[config.mk]
export PLATFORM = sky130hd
export DESIGN_NAME = bus_sync_tx
export DESIGN_NICKNAME = d
export VERILOG_FILES = /design/src/rtl/bus_sync_tx.sv
export SDC_FILE = /design/constraint.sdc
export NUM_CORES = 1
export LEC_CHECK = 0
export ABC_AREA = 1
export CAP_MARGIN = 20
export CORE_MARGIN = 5
export CORE_UTILIZATION = 48
export DETAILED_ROUTE_END_ITERATION = 12
export PLACE_DENSITY = 0.9
export SLEW_MARGIN = 10
export SYNTH_ARGS = -nofsm -noshare
export SYNTH_HDL_FRONTEND = slang
export SYNTH_SLANG_ARGS = --single-unit
[constraint.sdc]
create_clock -name src_clk -period 1.7 [get_ports src_clk]
set_input_delay 0.34 -clock src_clk [delete_from_list [all_inputs] [get_ports src_clk]]
set_output_delay 0.34 -clock src_clk [all_outputs]
set_load 0.03 [all_outputs]
[src/rtl/bus_sync_tx.sv]
// Source-side sender of a toggle request/acknowledge bus crossing.
// Holds one word on req_data, flips req_tgl per word, waits for the echoed toggle.
module bus_sync_tx #(
  parameter int unsigned DATA_WIDTH = 32,
  parameter int unsigned GAP        = 0,
  parameter int unsigned TIMEOUT    = 1024,
  parameter int unsigned CNT_WIDTH  = 16
) (
  input  logic                  src_clk,
  input  logic                  src_rst,
  input  logic [DATA_WIDTH-1:0] din,
  input  logic                  din_vld,
  output logic                  din_rdy,
  output logic [DATA_WIDTH-1:0] req_data,
  output logic                  req_tgl,
  input  logic                  ack_tgl_sync,
  output logic                  done,
  output logic                  busy,
  output logic [CNT_WIDTH-1:0]  sent_cnt,
  output logic                  err_timeout,
  output logic                  err_proto,
  input  logic                  err_clr
);

  localparam int unsigned TO_W  = 16;
  localparam int unsigned GAP_W = 4;

  localparam logic [TO_W-1:0]  TO_MAX   = '1;
  localparam logic [TO_W-1:0]  TO_LAST  = TO_W'(TIMEOUT - 1);
  localparam logic [GAP_W-1:0] GAP_LOAD = GAP_W'(GAP - 1);
  localparam bit               TO_EN    = (TIMEOUT != 0);
  localparam bit               GAP_EN   = (GAP != 0);

  typedef enum logic [1:0] {
    S_IDLE     = 2'd0,
    S_WAIT_ACK = 2'd1,
    S_GAP      = 2'd2
  } state_t;

  state_t           state;
  logic [TO_W-1:0]  to_cnt;
  logic [GAP_W-1:0] gap_cnt;

  logic ack_match;
  logic to_set;
  logic proto_set;

  // The echo matching our level means the destination has captured req_data.
  assign ack_match = (ack_tgl_sync == req_tgl);
  assign to_set    = TO_EN && (state == S_WAIT_ACK) && !ack_match && (to_cnt == TO_LAST);
  assign proto_set = (state == S_IDLE) && !ack_match;

  assign din_rdy = (state == S_IDLE) && !src_rst;
  assign busy    = (state != S_IDLE);

  always_ff @(posedge src_clk) begin
    if (src_rst) begin
      state       <= S_IDLE;
      req_data    <= '0;
      req_tgl     <= 1'b0;
      done        <= 1'b0;
      sent_cnt    <= '0;
      err_timeout <= 1'b0;
      err_proto   <= 1'b0;
      to_cnt      <= '0;
      gap_cnt     <= '0;
    end else begin
      done <= 1'b0;

      // Sticky flags: a new set beats a simultaneous clear.
      err_timeout <= to_set    || (err_timeout && !err_clr);
      err_proto   <= proto_set || (err_proto   && !err_clr);

      case (state)
        S_IDLE: begin
          if (din_vld) begin
            req_data <= din;
            req_tgl  <= ~req_tgl;
            to_cnt   <= '0;
            state    <= S_WAIT_ACK;
          end
        end

        S_WAIT_ACK: begin
          if (ack_match) begin
            done     <= 1'b1;
            sent_cnt <= sent_cnt + CNT_WIDTH'(1);
            if (GAP_EN) begin
              gap_cnt <= GAP_LOAD;
              state   <= S_GAP;
            end else begin
              state   <= S_IDLE;
            end
          end else if (to_cnt != TO_MAX) begin
            to_cnt <= to_cnt + TO_W'(1);
          end
        end

        S_GAP: begin
          if (gap_cnt == '0) begin
            state <= S_IDLE;
          end else begin
            gap_cnt <= gap_cnt - GAP_W'(1);
          end
        end

        default: state <= S_IDLE;
      endcase
    end
  end

endmodule

==> reports/qor.txt, run 1 <==
most common cell in the netlist - nor2_1
RR Endpoint - to_cnt[11]
sequential share of the synthesized area - 42.3%
DR vias - 3411
Mapped Avg Cell Area - 6.76 um^2
pwr dens - 869 nW/um^2
Vias/cell - 5.11
ANT cells - 0
register-to-register setup slack - 0.1 ns
Post-synth ARST share - 0%
drt first pass iters - 6
Post-Syn Nets - 522
GRT Util Overall - 20.9%
clk sinks - 69
minimum clock period - 1.60 ns
dpl hpwl - 6.38 mm
Worst Tran Pin Value - 0.369 ns
outcome - finished, final reports clean
WP data required - 1.95 ns
Post-Route WL - 8.96 mm
IO buf count - 90
CP cell instances - ha_2 -> nand2_2 -> nor2_4 -> nand2_1 -> nor2_4 -> nand2_4 -> nand2_4 -> nand2_1 -> nand2_1 -> nor2_1
Slew Limit Fails - 0
register area - 1380 um^2
Setup CP Type - reg2reg
IO Count - 91
worst hold slack - 0.464 ns
total global routing overflow - 0
slowest stage cell on the critical path - dfxtp_1
layout cell share with drive strength beyond 1 - 9.54%
Die Footprint - 8560 um^2
synth-to-layout area growth - 36.7%
Yosys reg bits - 69
Top delay family on crit path - simple AND/OR/NAND/NOR gates
skew final - 0.00928 ns
area leader, netlist - dfxtp_1
chip height - 92.5 um
largest net degree at the start of global routing - 60
core region area - 6720 um^2
first-pass GRT wire length - 14.5 mm
max cap viols - 0
area of the multi-input gates - 1580 um^2
RR Startpoint - to_cnt[1]
Syn Inst Count - 483
LEAKAGE - 2.07 nW
vias in the first global route - 3239
clock buffer count from CTS - 9
WHS Endpoint - err_timeout
Clk pin slew, worst setup/hold paths - 0.08 ns
Synth top area share - 42.3%
Final #Nets - 621
number of synthesized flops with an enable pin - 0
Routed wire per std cell - 13.4 um
Routability Congestion - 0.876
Synth top cells by count - nor2_1, nand2_1, dfxtp_1, inv_1, o21ai_0
period utilization - 94.4%
worst path bufs/invs - 0
Worst Hold Launch - err_timeout
Critical Path Fanout Max - 9
setup violators final - 0
Post-Syn Area - 3270 um^2
Iter 0 DRT Violations - 122
Antenna Violating Nets Remaining - 0
Max Clk Rate - 0.623 GHz
worst min path class - reg2reg
top area cells in the synthesized netlist - dfxtp_1, nor2_1, nand2_1
max_slew headroom - 75.2%
peak supply drop - 397 uV
CTS tree - built
Hold Path Cell Cnt - 2
post-synth cell types - 28
Critical Path Max Stage Delay - 0.40 ns
Root Driver - clkbuf_8
CTS max path bufs - 2
Synth Warn # - 0
crit end category - flip-flop
worst r2r path cells - 10
Final Hold Viols - 0
Initial Utilization - 48.6%
ys flop type - dfxtp_1
CP Launch Type - flip-flop
final total power - 0.00388 W
Fillers - 551
most used cell, CP - nand2_1
die width - 92.5 um
# DRC - 0
initial antenna violation count - 0
CP arrival - 1.85 ns
# rows - 30
later-pin clock latency in the skew report - 0.35 ns
H-Tree Depth - 3
-- placed cells by master (no fill, tap or decap), drive strengths merged, types with 7 or more instances in the layout --
cell and instances:
a21oi 17, dfxtp 69, inv 57, nand2 103
dlygate4sd2 50, nor3 7, nor2 122, buf 18
clkbuf 9, o21ai 41, nand4 11, nand3 33
clkdlybuf4s50 36
-- metrics by stage --
step	util, %	area [um^2]	TNS (ns)	worst slack [ns]	std cells
after floorplan	-	3270	0	0.0676	483
after detailed placement	64.0	4300	-1.17	-0.162	651
after CTS	66.2	4450	0	0.000680	667
final	66.5	4470	0	0.0958	667
after global routing	66.5	4470	-0.0159	-0.00951	667
after global placement	64.0	4300	-0.479	-0.101	651
-- cell families (layout without fill, tap and decap cells) --
kind of cell | count (synthesis) | in the layout | share of synthesized area, %
adders and majority gates | 2 | 2 | 0.766
and+or+nand+nor | 278 | 278 | 37.2
DFF | 69 | 69 | 42.3
AOI/OAI and AO/OA | 62 | 62 | 9.92
buffers and inverters | 72 | 176 | 9.88
-- sequential cells by signal, indices dropped and copies added (netlist names) --
name	cells
done	1
err_proto	1
err_timeout	1
req_data	32
req_tgl	1
sent_cnt	16
state	1
to_cnt	16
-- power by group --
| group | switching, W | internal (W) |
|---|---|---|
| Sequential | 0.0000604 | 0.00171 |
| Clock | 0.000694 | 0.000700 |
| Combinational | 0.000435 | 0.000287 |
| Total | 0.00119 | 0.00269 |
-- what timing repair did --
action,4_1_cts,5_1_grt
hold buffers,0,0
endpoints found under the setup margin,50,17
setup buffers,0,0
pin swaps,0,0
resized for setup,50,6
-- worst max-delay path by stage --
stage                            start           end  cells past startpoint
after floorplan            sent_cnt[1]  sent_cnt[14]                      8
after global placement    ack_tgl_sync  sent_cnt[11]                      8
after detailed placement  ack_tgl_sync  sent_cnt[13]                      9
after CTS                 req_data[16]  req_data[16]                      1
after global routing         to_cnt[1]     to_cnt[3]                      9
final                        to_cnt[1]    to_cnt[11]                     10
-- area by class of cell --
| class | instances | area share [%] |
|---|---|---|
| Timing Repair Buffer | 106 | 22.3 |
| Clock buffer | 9 | 2.77 |
| Sequential cell | 69 | 31.0 |
| Inverter | 54 | 4.60 |
| Tap cell | 80 | 2.24 |
| Clock inverter | 7 | 1.85 |
| Multi-Input combinational cell | 342 | 35.3 |
-- metal layers --
layer  track usage (%)  up-vias  routed length, um
met5                 0        -                  0
li1                  -     1723                  -
met1              24.3     1544               3780
met2              36.2      131               4370
met3              5.93       13                706
met4              8.29        0                100
-- worst reg2reg max path, cell delays in order, from the launching register on --
cell and delay (ns):
dfxtp_1 0.40, ha_2 0.24, nand2_2 0.09, nor2_4 0.14
nand2_1 0.12, nor2_4 0.12, nand2_4 0.11, nand2_4 0.13
nand2_1 0.07, nand2_1 0.05, nor2_1 0.04
Power figures use the tool's default switching activity.
==> run 2: changes to the inputs <==
- CTS_CLUSTER_SIZE: default -> 25
==> results of run 2 <==
Same layout as run 1: the final DEF is identical, and so are final timing and power.
==> run 3: changes to the inputs <==
--- a/config.mk
+++ b/config.mk
@@ -14,2 +14,3 @@
 export PLACE_DENSITY = 0.9
+export REMOVE_ABC_BUFFERS = 1
 export SLEW_MARGIN = 10
==> constraint.sdc (replaced) <==
create_clock -name src_clk -period 1.7 [get_ports src_clk]
set_input_delay 0.255 -clock src_clk [delete_from_list [all_inputs] [get_ports src_clk]]
set_output_delay 0.255 -clock src_clk [all_outputs]
set_load 0.03 [all_outputs]
==> run 3 against run 2 <==
Cell count grew 0.15%. Count of clock-buffer cells in the layout grew 1. Critical endpoint is now sent_cnt[12]. Clock power shrank 7%. Largest power group unchanged. Highest routed layer unchanged.
==> reports/qor.txt, run 3 (synthesis gave the netlist of run 1 again) <==
outcome - finished, final reports clean (unchanged)
register-to-register setup slack - 0.13 ns (was 0.1 ns)
commonest non-fill, non-tap cell in the layout - nor2_1 (unchanged)
Post-Route WL - 8.93 mm (was 8.96 mm)
dpl hpwl - 6.63 mm (was 6.38 mm)
Hold Path Cell Cnt - 2 (unchanged)
Slew Limit Fails - 0 (unchanged)
sw power - 0.00118 W (was 0.00119 W)
period utilization - 98.0% (was 94.4%)
Critical Path Start - sent_cnt[12] (was to_cnt[1])
met3 Resource Use GR - 7.31% (was 5.93%)
IO buf count - 90 (unchanged)
Clock power frac - 33.7% (was 35.9%)
GRT busiest layer - met2 (unchanged)
Sw Ratio - 31.0% (was 30.6%)
IO Count - 91 (unchanged)
Seq pwr share - 46.3% (was 45.5%)
slowest stage cell on the critical path - clkdlybuf4s50_1 (was dfxtp_1)
placed cell area - 4300 um^2 (about the same)
synth-to-layout area growth - 38.8% (was 36.7%)
Final Hold Viols - 0 (unchanged)
Worst setup endpoint - sent_cnt[12] (was to_cnt[11])
core region area - 6720 um^2 (unchanged)
Fillers - 566 (was 551)
worst min path class - reg2reg (unchanged)
chip height - 92.5 um (unchanged)
total global routing overflow - 0 (unchanged)
Iter 0 DRT Violations - 186 (was 122)
highest-count cells in the layout ignoring fill and taps - nor2_1, nand2_1, dfxtp_1, clkdlybuf4s50_1, inv_1 (was nor2_1, nand2_1, dfxtp_1)
# DRC - 0 (unchanged)
Reg with most FFs - req_data (unchanged)
Routability Congestion - 0.947 (was 0.876)
max_slew headroom - 72.2% (was 75.2%)
Worst Tran Pin Value - 0.413 ns (was 0.369 ns)
initial antenna violation count - 0 (unchanged)
Placed Cells - 652 (was 651)
Final #Nets - 622 (was 621)
Root Driver - clkbuf_8 (unchanged)
worst path bufs/invs - 1 (was 0)
Critical Path Fanout Max - 3 (was 9)
CP arrival - 1.41 ns (was 1.85 ns)
met2 Use GR - 36.7% (was 36.2%)
internal power component - 0.00263 W (was 0.00269 W)
Largest regs - req_data: 32 flops, sent_cnt: 16 flops, to_cnt: 16 flops (unchanged)
CP Launch Type - flip-flop (unchanged)
skew final - 0.00974 ns (was 0.00928 ns)
clk sinks - 69 (unchanged)
M1 GR Usage - 24.2% (was 24.3%)
Clk pin slew, worst setup/hold paths - 0.08 ns (about the same)
Routed wire per std cell - 13.4 um (about the same)
CTS tree - built (unchanged)
design area - 4530 um^2 (was 4470 um^2)
H-Tree Depth - 3 (unchanged)
DR vias - 3412 (was 3411)
pwr dens - 842 nW/um^2 (was 869 nW/um^2)
WP data required - 1.44 ns (was 1.95 ns)
GRT Util Overall - 21.2% (was 20.9%)
die width - 92.5 um (unchanged)
Post-CTS Setup Bufs - 0 (unchanged)
RSZ-0062 raised after global routing - true
Vias/cell - 5.11 (about the same)
Critical Path Max Stage Delay - 0.69 ns (was 0.40 ns)
largest net degree at the start of global routing - 38 (was 60)
CTS max path bufs - 2 (unchanged)
setup violators final - 0 (unchanged)
Die Footprint - 8560 um^2 (unchanged)
Top delay family on crit path - buffers and inverters (was simple AND/OR/NAND/NOR gates)
fin util - 67.5% (was 66.5%)
later-pin clock latency in the skew report - 0.35 ns (about the same)
Antenna Violating Nets Remaining - 0 (unchanged)
RR Startpoint - to_cnt[1] (unchanged)
max cap viols - 0 (unchanged)
layout cell share with drive strength beyond 1 - 9.86% (was 9.54%)
drt first pass iters - 5 (was 6)
combinational power share - 20.0% (was 18.6%)
first-pass GRT wire length - 14.7 mm (was 14.5 mm)
minimum clock period - 1.67 ns (was 1.60 ns)
clock buffer count from CTS - 9 (unchanged)
worst hold slack - 0.476 ns (was 0.464 ns)
WP depth - 1 (was 10)
CP cell instances - clkdlybuf4s50_1 (was ha_2 -> nand2_2 -> nor2_4 -> nand2_1 -> nor2_4 -> nand2_4 -> nand2_4 -> nand2_1 -> nand2_1 -> nor2_1)
worst r2r path cells - 10 (unchanged)
Final Non-Filler Cells - 668 (was 667)
max reg flops - 32 (unchanged)
LEAKAGE - 2.12 nW (was 2.07 nW)
peak supply drop - 639 uV (was 397 uV)
ANT cells - 0 (unchanged)
crit end category - primary output (was flip-flop)
Initial Utilization - 48.6% (unchanged)
Max Clk Rate - 0.600 GHz (was 0.623 GHz)
RR Endpoint - to_cnt[13] (was to_cnt[11])
Setup CP Type - reg2out (was reg2reg)
vias in the first global route - 3277 (was 3239)
# rows - 30 (unchanged)
final total power - 0.00382 W (was 0.00388 W)
-- run 3: per-stage QoR --
stage / setup WS [ns] / setup TNS (ns)
floorplan: -0.129 / -4.69
global placement: 0.0268 / 0
detailed placement: -0.0820 / -0.241
CTS: 0.00945 / 0
global route: -0.0312 / -0.0420
finish: 0.0347 / 0
-- run 3: layout make-up --
type / instances / area, um^2 / share of cell area [%]
Clock buffer: 10 / 138 / 3.04
Timing Repair Buffer: 107 / 1080 / 23.7
Clock inverter: 6 / 53.8 / 1.19
Sequential cell: 69 / 1380 / 30.5
Multi-Input combinational cell: 342 / 1580 / 34.8
Inverter: 54 / 205 / 4.53
Tap cell: 80 / 100 / 2.21
-- run 3: how the worst min path moves through the flow --
stage | to | start | slack [ns]
after CTS | err_timeout | err_timeout | 0.48
after global routing | req_data[15] | req_data[15] | 0.51
after floorplan | to_cnt[2] | src_rst | 0.32
final | err_timeout | err_timeout | 0.48
after detailed placement | err_timeout | err_timeout | 0.47
after global placement | err_timeout | err_timeout | 0.46
-- run 3: metal layers --
metal	vias to the layer above	share of wire, %
li1	1719	-
met1	1569	42
met2	109	50
met3	15	6.7
met4	0	1.8
met5	-	0
-- run 3: repair_timing --
action / 4_1_cts / 5_1_grt
setup endpoints to repair: 6 / 33
gates resized for setup: 6 / 19
pin swaps: 0 / 0
hold buffers: 0 / 0
-- run 3: worst reg2reg max path, delay by kind of cell (launching register included) --
family	cells	cell delay [ns]
and+or+nand+nor	9	0.89
DFF	1	0.36
adders and majority gates	1	0.21
-- run 3: power by group through the flow --
stage                     logic, W  clock network (W)  registers, W
final                     0.000762            0.00129       0.00177
after global routing      0.000831            0.00138       0.00178
after CTS                 0.000765            0.00132       0.00177
after detailed placement  0.000763                  0       0.00180
after global placement    0.000744                  0       0.00180
after floorplan           0.000248                  0       0.00195
